## src/rtl/sonar_filter.sv

```systemverilog
// sonar_filter: post-processing stage for the ultrasonic ranging block.
// Raw distances pass through an optional range clamp and then a
// 2^AVG_LOG2-sample moving-average window. The block publishes one filtered
// sample per accepted input, a hysteretic proximity alarm (NEAR) and a
// stale-sensor flag (STALE).
//
// Optional feature: define SONAR_FILTER_CLAMP_EN to clamp samples above
// MAX_DIST and to replace zero samples with the previous accepted sample.
// AVG_LOG2 must be at least 1.
module sonar_filter #(
  parameter int unsigned WIDTH    = 32,
  parameter int unsigned AVG_LOG2 = 2,
  parameter int unsigned NEAR_TH  = 1000,
  parameter int unsigned HYST     = 100,
  parameter int unsigned TIMEOUT  = 50_000_000,
  parameter int unsigned MAX_DIST = 400_000
) (
  input  logic             CLK,
  input  logic             RESET_N,
  input  logic [WIDTH-1:0] DIST_IN,
  input  logic             DIST_VALID,
  output logic [WIDTH-1:0] FILT_OUT,
  output logic             FILT_VALID,
  output logic             NEAR,
  output logic             STALE
);

  localparam int unsigned DEPTH  = 1 << AVG_LOG2;
  localparam int unsigned SUM_W  = WIDTH + AVG_LOG2;
  localparam int unsigned IDLE_W = $clog2(TIMEOUT + 1);

`ifdef SONAR_FILTER_CLAMP_EN
  localparam bit CLAMP_EN = 1'b1;
`else
  localparam bit CLAMP_EN = 1'b0;
`endif

  localparam logic [WIDTH-1:0] MAX_CLAMP  = WIDTH'(MAX_DIST);
  localparam logic [WIDTH-1:0] SET_LEVEL  = WIDTH'(NEAR_TH);
  localparam logic [WIDTH-1:0] CLR_LEVEL  = WIDTH'(NEAR_TH + HYST);
  localparam logic [IDLE_W-1:0] IDLE_MAX  = IDLE_W'(TIMEOUT);
  localparam logic [IDLE_W-1:0] IDLE_LAST = IDLE_W'(TIMEOUT - 1);
  localparam logic [AVG_LOG2-1:0] FILL_LAST = AVG_LOG2'(DEPTH - 1);

  // Window state machine: FILL until the window holds DEPTH real samples.
  localparam logic [0:0] ST_FILL = 1'b0;
  localparam logic [0:0] ST_RUN  = 1'b1;

  logic [WIDTH-1:0]    r_buf [DEPTH];
  logic [SUM_W-1:0]    r_sum;
  logic [AVG_LOG2-1:0] r_wr_ptr;
  logic [AVG_LOG2-1:0] r_fill_cnt;
  logic [0:0]          r_state;
  logic [IDLE_W-1:0]   r_idle;
  logic [WIDTH-1:0]    r_last;
  logic                r_have_last;

  logic [WIDTH-1:0]    w_sample;
  logic [SUM_W-1:0]    w_sum_next;
  logic [WIDTH-1:0]    w_avg;
  logic                w_emit;
  logic                w_timeout_hit;

  // Condition the incoming sample (clamp and zero substitution when enabled).
  always_comb begin
    // NOTE: every always_comb output gets a default first so no path can
    // leave it unassigned and infer a latch.
    w_sample = DIST_IN;
    if (CLAMP_EN) begin
      if (DIST_IN > MAX_CLAMP) begin
        w_sample = MAX_CLAMP;
      end else if ((DIST_IN == '0) && r_have_last) begin
        w_sample = r_last;
      end
    end
  end

  // Running-sum update, average and event decode for this cycle.
  always_comb begin
    w_sum_next    = r_sum - SUM_W'(r_buf[r_wr_ptr]) + SUM_W'(w_sample);
    w_avg         = w_sum_next[SUM_W-1:AVG_LOG2];
    w_emit        = DIST_VALID && ((r_state == ST_RUN) || (r_fill_cnt == FILL_LAST));
    // A sample arriving on the would-be timeout cycle wins over the timeout.
    w_timeout_hit = !DIST_VALID && (r_idle == IDLE_LAST);
  end

  // Window buffer, running sum, pointers and FILL/RUN state.
  always_ff @(posedge CLK or negedge RESET_N) begin
    if (!RESET_N) begin
      // NOTE: the window buffer is reset (not left uninitialised) because the
      // running sum subtracts the slot being overwritten; stale garbage would
      // corrupt the average during the first fill.
      for (int i = 0; i < int'(DEPTH); i++) r_buf[i] <= '0;
      r_sum       <= '0;
      r_wr_ptr    <= '0;
      r_fill_cnt  <= '0;
      r_state     <= ST_FILL;
      r_last      <= '0;
      r_have_last <= 1'b0;
    end else if (DIST_VALID) begin
      // NOTE: sequential state uses non-blocking assignments so every register
      // samples the pre-edge values, independent of statement order.
      r_buf[r_wr_ptr] <= w_sample;
      r_sum           <= w_sum_next;
      r_wr_ptr        <= r_wr_ptr + 1'b1;
      r_last          <= w_sample;
      r_have_last     <= 1'b1;
      if (r_state == ST_FILL) begin
        r_fill_cnt <= r_fill_cnt + 1'b1;
        if (r_fill_cnt == FILL_LAST) begin
          r_state <= ST_RUN;
        end
      end
    end else if (w_timeout_hit) begin
      for (int i = 0; i < int'(DEPTH); i++) r_buf[i] <= '0;
      r_sum       <= '0;
      r_wr_ptr    <= '0;
      r_fill_cnt  <= '0;
      r_state     <= ST_FILL;
      r_have_last <= 1'b0;
    end
  end

  // Publish the filtered value; FILT_OUT holds between updates.
  always_ff @(posedge CLK or negedge RESET_N) begin
    if (!RESET_N) begin
      FILT_OUT   <= '0;
      FILT_VALID <= 1'b0;
    end else begin
      FILT_VALID <= w_emit;
      if (w_emit) begin
        FILT_OUT <= w_avg;
      end
    end
  end

  // Idle counter (saturating) and stale flag.
  always_ff @(posedge CLK or negedge RESET_N) begin
    if (!RESET_N) begin
      r_idle <= '0;
      STALE  <= 1'b0;
    end else if (DIST_VALID) begin
      r_idle <= '0;
      STALE  <= 1'b0;
    end else begin
      if (r_idle != IDLE_MAX) begin
        r_idle <= r_idle + 1'b1;
      end
      if (w_timeout_hit) begin
        STALE <= 1'b1;
      end
    end
  end

  // Proximity alarm with hysteresis, judged on the published sample.
  always_ff @(posedge CLK or negedge RESET_N) begin
    if (!RESET_N) begin
      NEAR <= 1'b0;
    end else if (w_timeout_hit) begin
      NEAR <= 1'b0;
    end else if (FILT_VALID) begin
      if (!NEAR && (FILT_OUT < SET_LEVEL)) begin
        NEAR <= 1'b1;
      end else if (NEAR && (FILT_OUT >= CLR_LEVEL)) begin
        NEAR <= 1'b0;
      end
    end
  end

endmodule
```

## config.mk

```make
export PLATFORM = sky130hd
export DESIGN_NAME = sonar_filter
export DESIGN_NICKNAME = d
export VERILOG_FILES = /design/src/rtl/sonar_filter.sv
export SDC_FILE = /design/constraint.sdc
export NUM_CORES = 1
export LEC_CHECK = 0
export BUFFER_PORTS_ARGS = -buffer_cell sky130_fd_sc_hd__clkbuf_2
export CAP_MARGIN = 20
export CORE_MARGIN = 2
export CORE_UTILIZATION = 25
export CTS_CLUSTER_DIAMETER = 120
export DETAILED_ROUTE_END_ITERATION = 8
export HOLD_SLACK_MARGIN = 0.15
export PLACE_DENSITY = 0.5
export SYNTH_ARGS = -nofsm -noshare
export SYNTH_HDL_FRONTEND = slang
export SYNTH_SLANG_ARGS = --single-unit
export TNS_END_PERCENT = 30
```

## constraint.sdc

```tcl
create_clock -name CLK -period 5.5 [get_ports CLK]
set_input_delay 0.825 -clock CLK [delete_from_list [all_inputs] [get_ports CLK]]
set_output_delay 0.825 -clock CLK [all_outputs]
set_load 0.01 [all_outputs]
```

# After elaboration in Yosys (flattened, before gate mapping)
# Cells that the tools add are included.
[word_totals] register_bits=228
[op_classes] addsub=5 order_cmp=4 n_eq_ne=4 n_mux=26 n_bitwise=1 n_reduce_logical=14
[op_table] op="128-bit two-way mux" n=2
[op_table] op="128-bit bitwise mux" n=1
[op_table] op="32-bit two-way mux" n=3
[op_table] op="34-bit two-way mux" n=2
[op_table] op="32-bit binary-select mux with 2-bit select" n=1
[op_table] op="32-bit demux with 2-bit select" n=1
[op_table] op="26-bit two-way mux" n=2
[op_table] op="34-bit by 32-bit adder with 34-bit output" n=1
[op_table] op="34-bit by 32-bit subtractor with 34-bit output" n=1
[op_table] op="32-bit by 11-bit greater-or-equal comparator with 1-bit output (second input constant)" n=1
[op_table] op="32-bit by 10-bit less-than comparator with 1-bit output (second input constant)" n=1
[op_table] op="26-bit by 1-bit adder with 26-bit output (second input constant)" n=1
[op_table] op="26-bit == test (second input constant)" n=1
[op_table] op="26-bit != test (second input constant)" n=1
[op_table] op="1-bit two-way mux" n=10
[op_table] op="2-bit two-way mux" n=4
[op_table] op="2-bit nonzero test" n=3
[op_table] op="1-bit logical AND" n=5
[op_table] op="2-bit by 1-bit adder with 2-bit output (second input constant)" n=2
[op_table] op="2-bit AND reduction" n=2
[op_table] op="3-bit greater-or-equal comparator (second input constant)" n=1
[op_table] op="3-bit by 1-bit less-than comparator with 1-bit output (second input constant)" n=1
[op_table] op="2-bit inverter with 3-bit output" n=1
[op_table] op="3-bit nonzero test" n=1
[op_table] op="4 further kinds" n=5

# Longest topological paths before layout
# Gate-level depths: netlist (run 1).
[logic_depth] word_depth=7 mapped_depth=15

# Worst setup path after synthesis (run 1)
# Ideal clock, no wire load.
[synth_timing] path_kind="reg-to-reg" start="register r_wr_ptr[0]" end="register FILT_OUT[26]" t_arrival_ps=4375 setup_slack_ps=1000 stages_incl_launch_ff=14 path_buffers=2 path_cell_list="dfrtp_1 clkbuf_1 buf_1 mux4_2 fa_1 inv_1 ha_1 a211oi_1 o21bai_1 a2111oi_0 a21oi_1 a311o_1 xor2_1 mux2_2"
[synth_between] elab_chain_cells=6
[synth_lines] item="from (decl)" line="51" source="logic [AVG_LOG2-1:0] r_wr_ptr;"
[synth_lines] item="from (signal assigned)" line="105" source="r_wr_ptr <= r_wr_ptr + 1'b1;"
[synth_lines] item="2-bit inverter with 3-bit output (implied by the code)" line="80" source="w_sum_next = r_sum - SUM_W'(r_buf[r_wr_ptr]) + SUM_W'(w_sample);"
[synth_lines] item="32-bit binary-select mux with 2-bit select" line="80"
[synth_lines] item="32-bit two-way mux (implied by the code) (2 in series)" line="80"
[synth_lines] item="34-bit by 32-bit subtractor with 34-bit output" line="80"
[synth_lines] item="34-bit by 32-bit adder with 34-bit output" line="80"
[synth_lines] item="to (signal assigned)" line="132" source="FILT_OUT <= w_avg;"
[synth_lines] item="to (decl)" line="22" source="output logic [WIDTH-1:0] FILT_OUT,"
# No other way between the ends. The select of a mux whose other input is x is not followed.
# A chain may end at the register's enable or synchronous reset.

# Worst setup path after layout (run 1)
# Ends and elaborated chain as after synthesis.

==> results of run 1 <==
[registers in the layout (all words and copies together) (netlist names)]
signal,count
r_buf,128
r_sum,34
FILT_OUT,32
r_idle,26
r_fill_cnt,2
r_wr_ptr,2
FILT_VALID,1
NEAR,1
STALE,1
r_state,1
[cells by family (layout without fill, tap and decap cells)]
logic type      count (synthesis)  after routing  share of synthesized area, %
compound gates                296            296                          13.8
xor+xnor                       53             53                          3.63
fa+ha+maj                      73             73                          9.01
buf+inv                       228            285                          7.05
flops                         228            228                          44.6
mux                            52             52                          7.37
simple gates                  387            387                          14.6
[critical path: stages, from the launching register on]
cell and delay (ns):
dfrtp_2 0.78, buf_4 0.31, mux4_2 0.55, fa_1 0.50
inv_1 0.05, ha_1 0.36, nand2_1 0.10, o21ai_0 0.12
a2111oi_0 0.43, a21oi_1 0.28, a311o_1 0.43, xor2_1 0.16
mux2_2 0.27
[worst paths after layout]
kind / cells past startpoint / end / from / slack [ns]
setup / recovery: 12 / FILT_OUT[26] / r_wr_ptr[0] / 1.06
hold / removal: 1 / FILT_OUT[18] / RESET_N / 0.32
setup reg to reg: 12 / FILT_OUT[26] / r_wr_ptr[0] / 1.06
hold reg to reg: 2 / FILT_OUT[0] / FILT_OUT[0] / 0.48
max in group asynchronous: 2 / r_idle[25] / RESET_N / 4.03
min in group CLK: 2 / FILT_OUT[0] / FILT_OUT[0] / 0.48
[layer usage]
metal  vias to the layer above  track usage (%)  wire (um)
met5                         -                0         41
met4                         6             3.55        755
met3                        53             2.75       1570
met2                       179             21.1      15800
met1                      4746             18.0      16100
li1                       4632                -          -
[cell type report]
type | instances | share of cell area [%]
Multi-Input combinational cell | 861 | 42.0
Sequential cell | 228 | 38.6
Clock buffer | 43 | 5.81
Tap cell | 672 | 5.69
Inverter | 148 | 3.76
Timing Repair Buffer | 87 | 3.49
Clock inverter | 7 | 0.593
[cells in the mapped netlist, drive strengths merged (2+ instances only)]
library cell / count / area, sq um
nand2: 111 / 417
a211oi: 4 / 30.0
nor2: 48 / 180
o211ai: 2 / 15.0
o22ai: 4 / 25.0
nor3: 8 / 40.0
a21boi: 4 / 30.0
fa: 32 / 641
and3: 9 / 56.3
o21a: 7 / 52.6
buf: 21 / 125
nor4: 7 / 43.8
nand2b: 2 / 20.0
o21bai: 7 / 52.6
and2: 9 / 58.8
dfrtp: 228 / 5710
or4: 4 / 33.8
a221oi: 2 / 17.5
nand3: 154 / 771
o31ai: 3 / 22.5
and4: 3 / 26.3
a21o: 7 / 52.6
a22o: 22 / 193
clkbuf: 59 / 221
xnor2: 26 / 228
a31oi: 7 / 43.8
a21oi: 43 / 215
inv: 148 / 556
nor2b: 4 / 25.0
a2111oi: 3 / 26.3
a31o: 2 / 17.5
or3: 6 / 37.5
xor2: 27 / 236
ha: 41 / 513
nand4: 17 / 113
o2111ai: 2 / 17.5
nor3b: 2 / 15.0
mux2: 18 / 203
o21ai: 163 / 816
a211o: 3 / 26.3
mux4: 32 / 721
mux2i: 2 / 20.0
[through the flow]
step	hold slack (ns)	worst slack, ns
floorplan	0.461	1.00
global placement	0.466	1.12
detailed placement	0.469	0.989
CTS	0.381	1.00
global route	0.394	0.769
finish	0.325	1.06
[layout by cell type (no fill, tap or decap), types with 4 or more instances in the layout]
cell type | netlist | routed
a22o_1 | 22 | 22
a21oi_1 | 43 | 43
clkbuf_2 | 0 | 68
mux2_2 | 18 | 18
a211oi_1 | 4 | 4
and3_1 | 9 | 9
nand2_2 | 0 | 4
a21boi_0 | 4 | 4
o21ai_0 | 163 | 162
xnor2_1 | 26 | 26
nor4_1 | 7 | 7
inv_1 | 148 | 148
a31oi_1 | 7 | 7
clkinv_2 | 0 | 4
xor2_1 | 27 | 27
or3_1 | 6 | 6
clkbuf_8 | 0 | 8
nand4_1 | 16 | 16
and2_1 | 8 | 8
o22ai_1 | 4 | 4
nand3_1 | 154 | 154
clkbuf_1 | 59 | 6
clkbuf_16 | 0 | 29
dfrtp_1 | 228 | 227
o21bai_1 | 7 | 7
a21o_1 | 7 | 7
ha_1 | 41 | 41
buf_4 | 0 | 16
o21a_1 | 7 | 7
nor3_1 | 8 | 8
fa_1 | 32 | 32
nor2b_1 | 4 | 4
nand2_1 | 111 | 107
mux4_2 | 32 | 32
nor2_1 | 48 | 48
==> flow_summary.toml, run 1 <==
[outcome]
status = "complete, no violations"

[cts]
ctsHtreeMaxLevel = 1
clock-sinks = 228
cts_tree = "done"
ctsHoldBuffers = 0
root_buffer = "clkbuf_16"
cts_made_buffers = 28
postCtsSetupRepairBufs = 0
clockBufferDepth = 3
cts_resized = 0
clock_latency_ns = 0.56
path_clk_slew_ns = 0.06

[route]
drt-wirelength-per-cell_um = 16.8
drc = 0
vias = 9616
ant_nets = 0
dr.pass1.iters = 7
drt_wl_total_mm = 34.3
via_per_inst = 4.70
first_iter_violations = 828

[sta]
finalHoldViolations = 0
setup_viol = 0
slew_viol_final = 0
rsz0062_at_grt = "no"
max_freq_mhz = 225
worst_pin_slew_ns = 1.03
fin_tns_setup_ns = 0
max_slew_margin_pct = 29.5
skew_ns = 0.0143
finalCriticalPeriod_ns = 4.44
fin_crit_sh_pct = 80.8

[floorplan]
die_y_um = 230
start_util_pct = 25.4
io_pins = 70
num_rows = 82
die_area_sq_um = 53000
core_area_sq_um = 50400
die_w_um = 230

[critical_path]
end_kind = "flip-flop"
required_ns = 5.94
path_class = "reg2reg"
path_max_fanout = 18
worstSetupStartpointType = "flip-flop"
arrival_ns = 4.88

[logic_synthesis]
synthesis.nets = 1425
synthFlopType = "dfrtp_1"
syn-instance-count = 1317
ys_types = 62
synth-async-reset-ratio_pct = 100
syn-cell-area_sq_um = 12800
synth-edff-count = 0
ys_seq_elements = 228
syn_area_per_cell_sq_um = 9.72
synth_warnings = 0
ys_seq_area_share_pct = 44.6

[placement]
gp_congestion = 0.867
place_area_sq_um = 13800
portBuffers = 69
dp_hpwl_mm = 24.5
place_inst = 1995

[grt]
antenna_found_initial = 3
track_usage_pct = 13.2
grt_pass1_vias = 9907
grt_pass1_wl_mm = 56.1
grt_remaining_overflow = 0
grt_start_max_net_pins = 112

[finish]
antenna_cells = 0
drive_gt1_share_pct = 14.2
fillCellCount = 5226
seq_area_sq_um = 5710
final_nets = 1462
area_growth_pct = 15.4
multi_input_comb_area_sq_um = 6200
design_area_sq_um = 14800
finish.utilization_pct = 29.3
final_cells = 2046

[run]
maxCapViolations = 0

[min_path]
hold_class = "in2async"
Power of run 1 is not shown: default switching activity piles up to over one toggle a cycle in this logic, so the estimate is an artifact.
==> run 2: changes to the inputs <==
clock period = 4.5 ns   (was 5.5 ns; I/O delays follow)
==> flow_summary.toml, run 2 (synthesized netlist as in run 1, its figures left out) <==
[grt]
grt_start_max_net_pins = 101
met1_usage_pct = 18.4
gr-usage-met3_pct = 2.02
top_usage_layer = "met2"
grt_remaining_overflow = 0
antenna_found_initial = 1
grt_pass1_vias = 9943
track_usage_pct = 13.4
grt_use_met2_pct = 21.8
grt_pass1_wl_mm = 57.1

[route]
drt_wl_total_mm = 35.0
drc = 0
first_iter_violations = 691
dr.pass1.iters = 5
drt-wirelength-per-cell_um = 16.9
vias = 9768
ant_nets = 0
via_per_inst = 4.73

[floorplan]
die_w_um = 230
num_rows = 82
io_pins = 70
core_area_sq_um = 50400
die_area_sq_um = 53000
start_util_pct = 25.4
die_y_um = 230

[cts]
cts_tree = "done"
path_clk_slew_ns = 0.06
ctsHoldBuffers = 0
root_buffer = "clkbuf_16"
clock-sinks = 228
clockBufferDepth = 3
cts_made_buffers = 29
postCtsSetupRepairBufs = 0
ctsHtreeMaxLevel = 1
clock_latency_ns = 0.56
cts_resized = 0

[sta]
max_slew_margin_pct = 35.5
worst_pin_slew_ns = 0.968
holdWs_ns = 0.141
finalHoldViolations = 0
fin_crit_sh_pct = 90.1
skew_ns = 0.00630
setup_viol = 0
max_freq_mhz = 247
fin_tns_setup_ns = 0
slew_viol_final = 0
finalCriticalPeriod_ns = 4.06
rsz0062_at_grt = "no"

[min_path]
hold_class = "in2async"

[critical_path]
r2r_slack_ns = 0.44
end_kind = "flip-flop"
path_max_fanout = 14
worstSetupStartpointType = "flip-flop"
required_ns = 4.95
path_class = "reg2reg"
arrival_ns = 4.50

[finish]
final_cell_mix = "dfrtp_1 (227), o21ai_0 (162), nand3_1 (154)"
largest_reg_flops = 128
reg.largest.list = "r_buf x128, r_sum x34, FILT_OUT x32"
drive_gt1_share_pct = 15.5
final_cells = 2066
largest-register = "r_buf"
design_area_sq_um = 15000
final_nets = 1478
area_growth_pct = 17.6
final_common_cell = "dfrtp_1"

[placement]
portBuffers = 69
place_inst = 2011
dp_hpwl_mm = 24.9
gp_congestion = 0.884
place_area_sq_um = 14000

[run]
maxCapViolations = 0

[outcome]
status = "complete, no violations"
run 2: cell count changes in the layout (fill, tap and decap cells not counted), moves of 2 or more:
| cell | change |
|---|---|
| buf_12 | +2 |
| buf_4 | +13 |
| clkinv_4 | +4 |
| clkbuf_8 | -6 |
| clkbuf_1 | -2 |
| bufinv_16 | +6 |
run 2: per-stage QoR:
stage / util (%) / setup WS [ns]
floorplan: - / 0.0000289
global placement: 27.7 / 0.383
detailed placement: 27.7 / 0.456
CTS: 29.9 / 0.432
global route: 29.9 / 0.198
finish: 29.9 / 0.444
run 2: path summary, 6_finish.rpt:
kind / cells after the start / startpoint / end
setup / recovery: 12 / r_wr_ptr[0] / FILT_OUT[30]
min in group CLK: 3 / DIST_IN[0] / r_buf[32]
setup reg to reg: 12 / r_wr_ptr[0] / FILT_OUT[30]
hold reg to reg: 1 / FILT_VALID / NEAR
max in group asynchronous: 2 / RESET_N / r_sum[4]
hold / removal: 1 / RESET_N / FILT_OUT[17]
run 2: critical path: stages (launching register included):
cell and delay [ns]:
dfrtp_2 0.42, buf_12 0.19, buf_4 0.29, mux4_2 0.55, fa_1 0.49, inv_1 0.04
ha_1 0.30, a21o_1 0.23, o41a_1 0.44, a211o_1 0.32, a31oi_1 0.26, xnor2_1 0.13
mux2_2 0.27
run 2: layer usage:
metal / share of wire [%] / vias up
li1: - / 4666
met1: 47 / 4858
met2: 46 / 194
met3: 4.5 / 50
met4: 2.5 / 0
met5: 0 / -
run 2: final cells by class:
cell class                      count  area (sq um)
Fill cell                        5289         35300
Multi-Input combinational cell    861          6210
Sequential cell                   228          5710
Tap cell                          672           841
Clock buffer                       35           768
Timing Repair Buffer              102           653
Inverter                          148           556
Clock inverter                     19           317
Antenna cell                        1          2.50
Power of run 2 is left out for the same reason.
